--- config.mk ---
export PLATFORM = sky130hd
export DESIGN_NAME = controlador
export DESIGN_NICKNAME = d
export VERILOG_FILES = /design/src/rtl/controlador.sv
export SDC_FILE = /design/constraint.sdc
export NUM_CORES = 1
export LEC_CHECK = 0
export ABC_AREA = 1
export CORE_AREA = 3 3 40 42
export CTS_CLUSTER_SIZE = 30
export DETAILED_ROUTE_END_ITERATION = 10
export DIE_AREA = 0 0 43 45
export PLACE_DENSITY_LB_ADDON = 0.1
export SETUP_SLACK_MARGIN = 0.15
export SYNTH_ARGS = -nofsm -noshare
export SYNTH_HDL_FRONTEND = slang
export SYNTH_SLANG_ARGS = --single-unit
--- constraint.sdc ---
create_clock -name clk -period 2.92 [get_ports clk]
set_input_delay 0.584 -clock clk [delete_from_list [all_inputs] [get_ports clk]]
set_output_delay 0.584 -clock clk [all_outputs]
set_load 0.05 [all_outputs]
--- src/rtl/controlador.sv ---
// controlador: microprogrammed vend sequencer for the coffee machine (8-word ROM, 3-bit uPC)
//   clk                   system clock, rising edge
//   rst                   asynchronous reset, active-low, forces uPC to 0
//   Condicion1..6         active-low conditions: coin, water, button, cancel, ready, timer
//   salida0..7            one-hot state outputs, salidaN high when uPC = N
module controlador (
   input  logic clk,
   input  logic rst,
   input  logic Condicion1,
   input  logic Condicion2,
   input  logic Condicion3,
   input  logic Condicion4,
   input  logic Condicion5,
   input  logic Condicion6,
   output logic salida0,
   output logic salida1,
   output logic salida2,
   output logic salida3,
   output logic salida4,
   output logic salida5,
   output logic salida6,
   output logic salida7
);
   typedef struct packed {
      logic [2:0] sel;
      logic [2:0] t_addr;
      logic [2:0] f_addr;
      logic [7:0] out;
   } uinst_t;
   logic [2:0] upc, upc_next;
   uinst_t     ui;
   logic [7:0] cond;
   always_comb begin
      ui = '0;
      case (upc)
         3'd0: ui = {3'd1, 3'd1, 3'd0, 8'b0000_0001};
         3'd1: ui = {3'd2, 3'd2, 3'd7, 8'b0000_0010};
         3'd2: ui = {3'd3, 3'd4, 3'd3, 8'b0000_0100};
         3'd3: ui = {3'd4, 3'd7, 3'd2, 8'b0000_1000};
         3'd4: ui = {3'd5, 3'd5, 3'd4, 8'b0001_0000};
         3'd5: ui = {3'd6, 3'd6, 3'd5, 8'b0010_0000};
         3'd6: ui = {3'd0, 3'd0, 3'd0, 8'b0100_0000};
         3'd7: ui = {3'd0, 3'd0, 3'd0, 8'b1000_0000};
         default: ui = '0;
      endcase
   end
   // select 0 is unconditional; inputs are inverted so a set bit means "condition true"
   assign cond = {1'b0, ~Condicion6, ~Condicion5, ~Condicion4,
                  ~Condicion3, ~Condicion2, ~Condicion1, 1'b1};
   assign upc_next = cond[ui.sel] ? ui.t_addr : ui.f_addr;
   always_ff @(posedge clk or negedge rst)
      if (!rst) upc <= 3'd0;
      else      upc <= upc_next;
   assign {salida7, salida6, salida5, salida4, salida3, salida2, salida1, salida0} = ui.out;
endmodule

# After elaboration in Yosys (flattened, before gate mapping)
# Memory sizes are Yosys's and may differ from the RTL's.
# Index checks and enable logic that the tools add are counted.
[word_totals]
reg_bits = 3
mem_bits_ro = 136
out_inout_bits = 8
wordCells = 12
n_memories = 1
[memory_table]
columns = ["memory", "depth", "word_bits", "rd", "rd_ports_with_merged_regs", "write_ports", "line", "source"]
rows = [
  ["(name not given)", 8, 17, 1, 0, 0, "35", "case (upc)"],
]
[op_classes]
order_cmp = 1
muxes = 3
n_bitwise = 6
[ops]
columns = ["operator", "n"]
rows = [
  ["inverter 1 bit", 6],
  ["< comparator 3 x 4 -> 1 bit, second input constant", 1],
  ["binary-select mux 1 bit (select 3 bit)", 1],
  ["two-way mux 3 bit", 1],
  ["two-way mux 1 bit", 1],
]

# Longest topological paths before layout
[depth]
word_depth = 4
depth_mapped = 13

# Worst setup path after synthesis
# No wires, ideal clock.
[synth_path]
path_kind = "register to output"
startpoint = "reg upc[0]"
endpoint = "out salida0"
t_arrival_ns = 1.395
t_required_ns = 2.336
slack_ns = 0.941
path_stages_with_launch = 5
path_buffers = 0
cell_sequence = "dfrtp_1 inv_1 ha_1 inv_1 nor2_1"
[synth_via]
elab_chain_cells = 1
[synth_rtl]
columns = ["element", "line", "source"]
rows = [
  ["start, declared", "30", "logic [2:0] upc, upc_next;"],
  ["start signal, assigned", "53", "else upc <= upc_next;"],
  ["memory read (8 x 17 bit)", "-", ""],
  ["end, declared", "15", "output logic salida0,"],
]
# Every way passes these cells.

# Final worst setup path
[layout_path]
startpoint = "reg upc[0]"
endpoint = "out salida4"
[layout_via]
elab_chain_cells = 1
[layout_rtl]
columns = ["element", "line", "source"]
rows = [
  ["memory read (8 x 17 bit)", "-", ""],
  ["end, declared", "19", "output logic salida4,"],
]
# Every way passes these cells.

==> results by stage <==
Yosys:
- Yosys attributes the largest share of cell area to sky130_fd_sc_hd__dfrtp_1 17%, sky130_fd_sc_hd__ha_1 14%, sky130_fd_sc_hd__inv_1 13%.
- Yosys instantiated no cell more often than sky130_fd_sc_hd__inv_1.
- The share of synthesized area occupied by flip-flops and latches is 17.2%.
- The synthesis warning total is 0.
- The most used flip-flop cell after synthesis is sky130_fd_sc_hd__dfrtp_1.
- Synthesis produced a netlist whose cell count is 68.
- The proportion of register bits with asynchronous set or reset after synthesis is 100%.
- In the synthesized netlist, the cells that appear most often are 15 x sky130_fd_sc_hd__inv_1, 12 x sky130_fd_sc_hd__nand2_1, 7 x sky130_fd_sc_hd__nor2_1.
- Yosys mapped a number of flops with a built-in enable equal to 0.
- The share of Yosys cell area claimed by the top area cell type is between 15 and 20%.
- The post-synthesis cell type count is 16.
- The register bit count reported by yosys is 3.
- The number of nets produced by synthesis is 81.
- Each instance of the synthesized netlist takes up on average around 6.4 um^2.
- Summing every instance area after synthesis gives 435 um^2.
- The most area-hungry cell type in the Yosys netlist is sky130_fd_sc_hd__dfrtp_1.

Clocking:
- The clock-pin transition on the worst setup and hold timing paths is 0.04 ns.
- The maximum buffer depth of the clock tree is 2.
- The number of setup buffers added after CTS is 0.
- The TritonCTS sink count is 3.
- The H-tree level count is 1.
- The master cell of the clock root buffer is sky130_fd_sc_hd__clkbuf_4.
- The CTS tree is yes.
- In this run, post-CTS hold repair placed 0 buffers.
- The clock latency reported for the late side of the worst-skew pair is 0.23 ns.
- In this run, post-CTS repair resized a total of 0 instances.
- The number of buffers created by CTS is 3.

Floorplan:
- The placeable core area is 1280 um^2.
- The floorplan step defined a die boundary enclosing 1940 um^2.
- Measured along the y axis, the die boundary spans 45 um.
- The die outline width is 43 um.
- The number of standard-cell rows in the floorplan is 13.
- During I/O placement, the number of pins put on the boundary was 16.
- For this configuration, the core starts out at a cell density of 33.9%.

Timing:
- The actual transition at the worst max-transition pin is 0.495 ns.
- The total count of max-transition violations in the final report was 0.
- The final worst clock skew is 0.00152 ns.
- The number of hold-slack violations in the final timing report is 0.
- The share of the clock period used by the worst path is 89.7%.
- The aggregate negative setup slack is 0 ns.
- The worst-case setup margin in the final layout is a little over 0.3 ns.
- Setup repair after global routing left no endpoint under its margin.
- Based on the critical path, the design can be clocked at up to 382 MHz.
- After layout, the minimum clock period comes to 2.62 ns.
- Setup violations remaining at the end of the flow were counted as 0.
- The headroom to the max-slew limit is 66.9%.

Worst setup path:
- The required time at the worst-slack endpoint is 2.34 ns.
- The worst setup path is of the flop to primary output kind.
- The worst setup path is captured at a primary output.
- The worst-path maximum fanout is 5.
- STA puts the critical path data arrival time at 2.03 ns.
- The critical path launch point is upc[0].
- The startpoint of the most critical register-to-register path is upc[0].
- The worst setup path is launched from a flop.

Finish:
- The register name with the most flops is upc.
- Cells fill 48.2% of the core in the end.
- The repair_antennas step left the layout with diodes totalling 0.
- The largest registers in the layout are upc (3).
- The fraction of final layout cells sized beyond drive strength 1 is 16.3%.
- The post-synthesis to final-layout area growth is 42.2%.
- The net count of the finished layout is 100.
- The number of flip-flops under the largest register name is 3.

Global route:
- The initial antenna violation count was 0.
- The residual overflow from global routing is 0.
- Entering global routing, the biggest net connects 13 pins.
- The via count of the first global-routing pass is between 300 and 400.
- The total global routing track utilization is between 10% and 20%.
- The first-pass GRT wire length is approximately 1600 um.

Run:
- The number of max-capacitance violations reported is 0.

Detailed routing:
- The violation count after the first detailed-route iteration is 13.
- The detailed-route wire length is around 870 um.
- For this run, design rule violations remaining after detail routing come to 0.
- After detailed routing, the average wire length per cell comes to approximately 8.6 um.
- The routed layout has 450 vias.
- Once detail routing completed, the nets flagged for antenna violations numbered 0.
- The per-cell via count in the routed design is 4.46.
- The number of iterations in the first detailed-routing pass is 4.

Placement:
- The post-place setup slack is 0.560 ns.
- The count of input and output buffers is 15.
- The total half-perimeter wirelength after legalization and detailed placement is 713 um.
- The final weighted congestion in routability-driven placement is between 0.8 and 0.9.

Worst hold path:
- The tightest min-delay check is of the input pin to async pin type.

Status:
- The flow ran to the end, and the final reports show no timing, DRC or antenna violations.
[metal layers]
| layer | GRT usage (%) | wire length, um |
|---|---|---|
| met5 | 0 | 0 |
| met4 | 5.42 | 0 |
| met3 | 2.39 | 59 |
| met2 | 14.7 | 391 |
| met1 | 14.8 | 419 |
[cells by family after synthesis]
family,Yosys count,share of synthesized area [%]
AOI/OAI and AO/OA,4,5.17
adders and majority gates,5,14.4
buffers and inverters,17,16.4
DFF,3,17.2
and+or+nand+nor,39,46.8
[worst paths after layout]
kind	depth (start not counted)	end	slack, ns
max in group asynchronous	1	upc[1]	2.25
max reg2reg	10	upc[0]	1.20
min	1	upc[0]	0.53
max	5	salida4	0.30
min in group clk	3	upc[2]	0.68
min reg2reg	3	upc[2]	0.68
[through the flow]
stage | cell area [um^2] | instances | hold WS (ns)
6_report | 619 | 101 | 0.531
5_1_grt | 619 | 101 | 0.531
4_1_cts | 619 | 101 | 0.525
3_5_place_dp | 593 | 97 | 0.691
3_3_place_gp | 593 | 97 | 0.696
2_1_floorplan | 435 | 68 | 0.288
[cell type report]
class / count / area [um^2]
Fill cell: 140 / 666
Multi-Input combinational cell: 48 / 289
Timing Repair Buffer: 15 / 150
Sequential cell: 3 / 75.1
Inverter: 16 / 60.1
Clock buffer: 4 / 26.3
Tap cell: 15 / 18.8
[critical path: stages, from the launching register on]
cell and delay (ns):
sky130_fd_sc_hd__dfrtp_1 0.41, sky130_fd_sc_hd__inv_1 0.16, sky130_fd_sc_hd__ha_1 0.19, sky130_fd_sc_hd__nand2_1 0.12, sky130_fd_sc_hd__inv_1 0.12, sky130_fd_sc_hd__clkdlybuf4s50_1 0.80
[placed cells by master (no fill, tap or decap)]
master                            Yosys  layout
sky130_fd_sc_hd__inv_1               15      15
sky130_fd_sc_hd__clkbuf_1             0       1
sky130_fd_sc_hd__nand3b_1             3       3
sky130_fd_sc_hd__o211ai_1             1       1
sky130_fd_sc_hd__nand2_2              6       6
sky130_fd_sc_hd__inv_2                1       1
sky130_fd_sc_hd__nand2_1             12      12
sky130_fd_sc_hd__dfrtp_1              3       3
sky130_fd_sc_hd__clkdlybuf4s50_1      0      15
sky130_fd_sc_hd__clkbuf_4             0       3
sky130_fd_sc_hd__nand4_1              2       2
sky130_fd_sc_hd__nand3_1              5       5
sky130_fd_sc_hd__nor2_4               2       2
sky130_fd_sc_hd__nor2_2               2       2
sky130_fd_sc_hd__a21oi_1              2       2
sky130_fd_sc_hd__nor2_1               7       7
sky130_fd_sc_hd__o21ai_0              1       1
sky130_fd_sc_hd__ha_1                 5       5
Power is not shown: default switching activity piles up to over one toggle a cycle in this logic, so the estimate is an artifact.
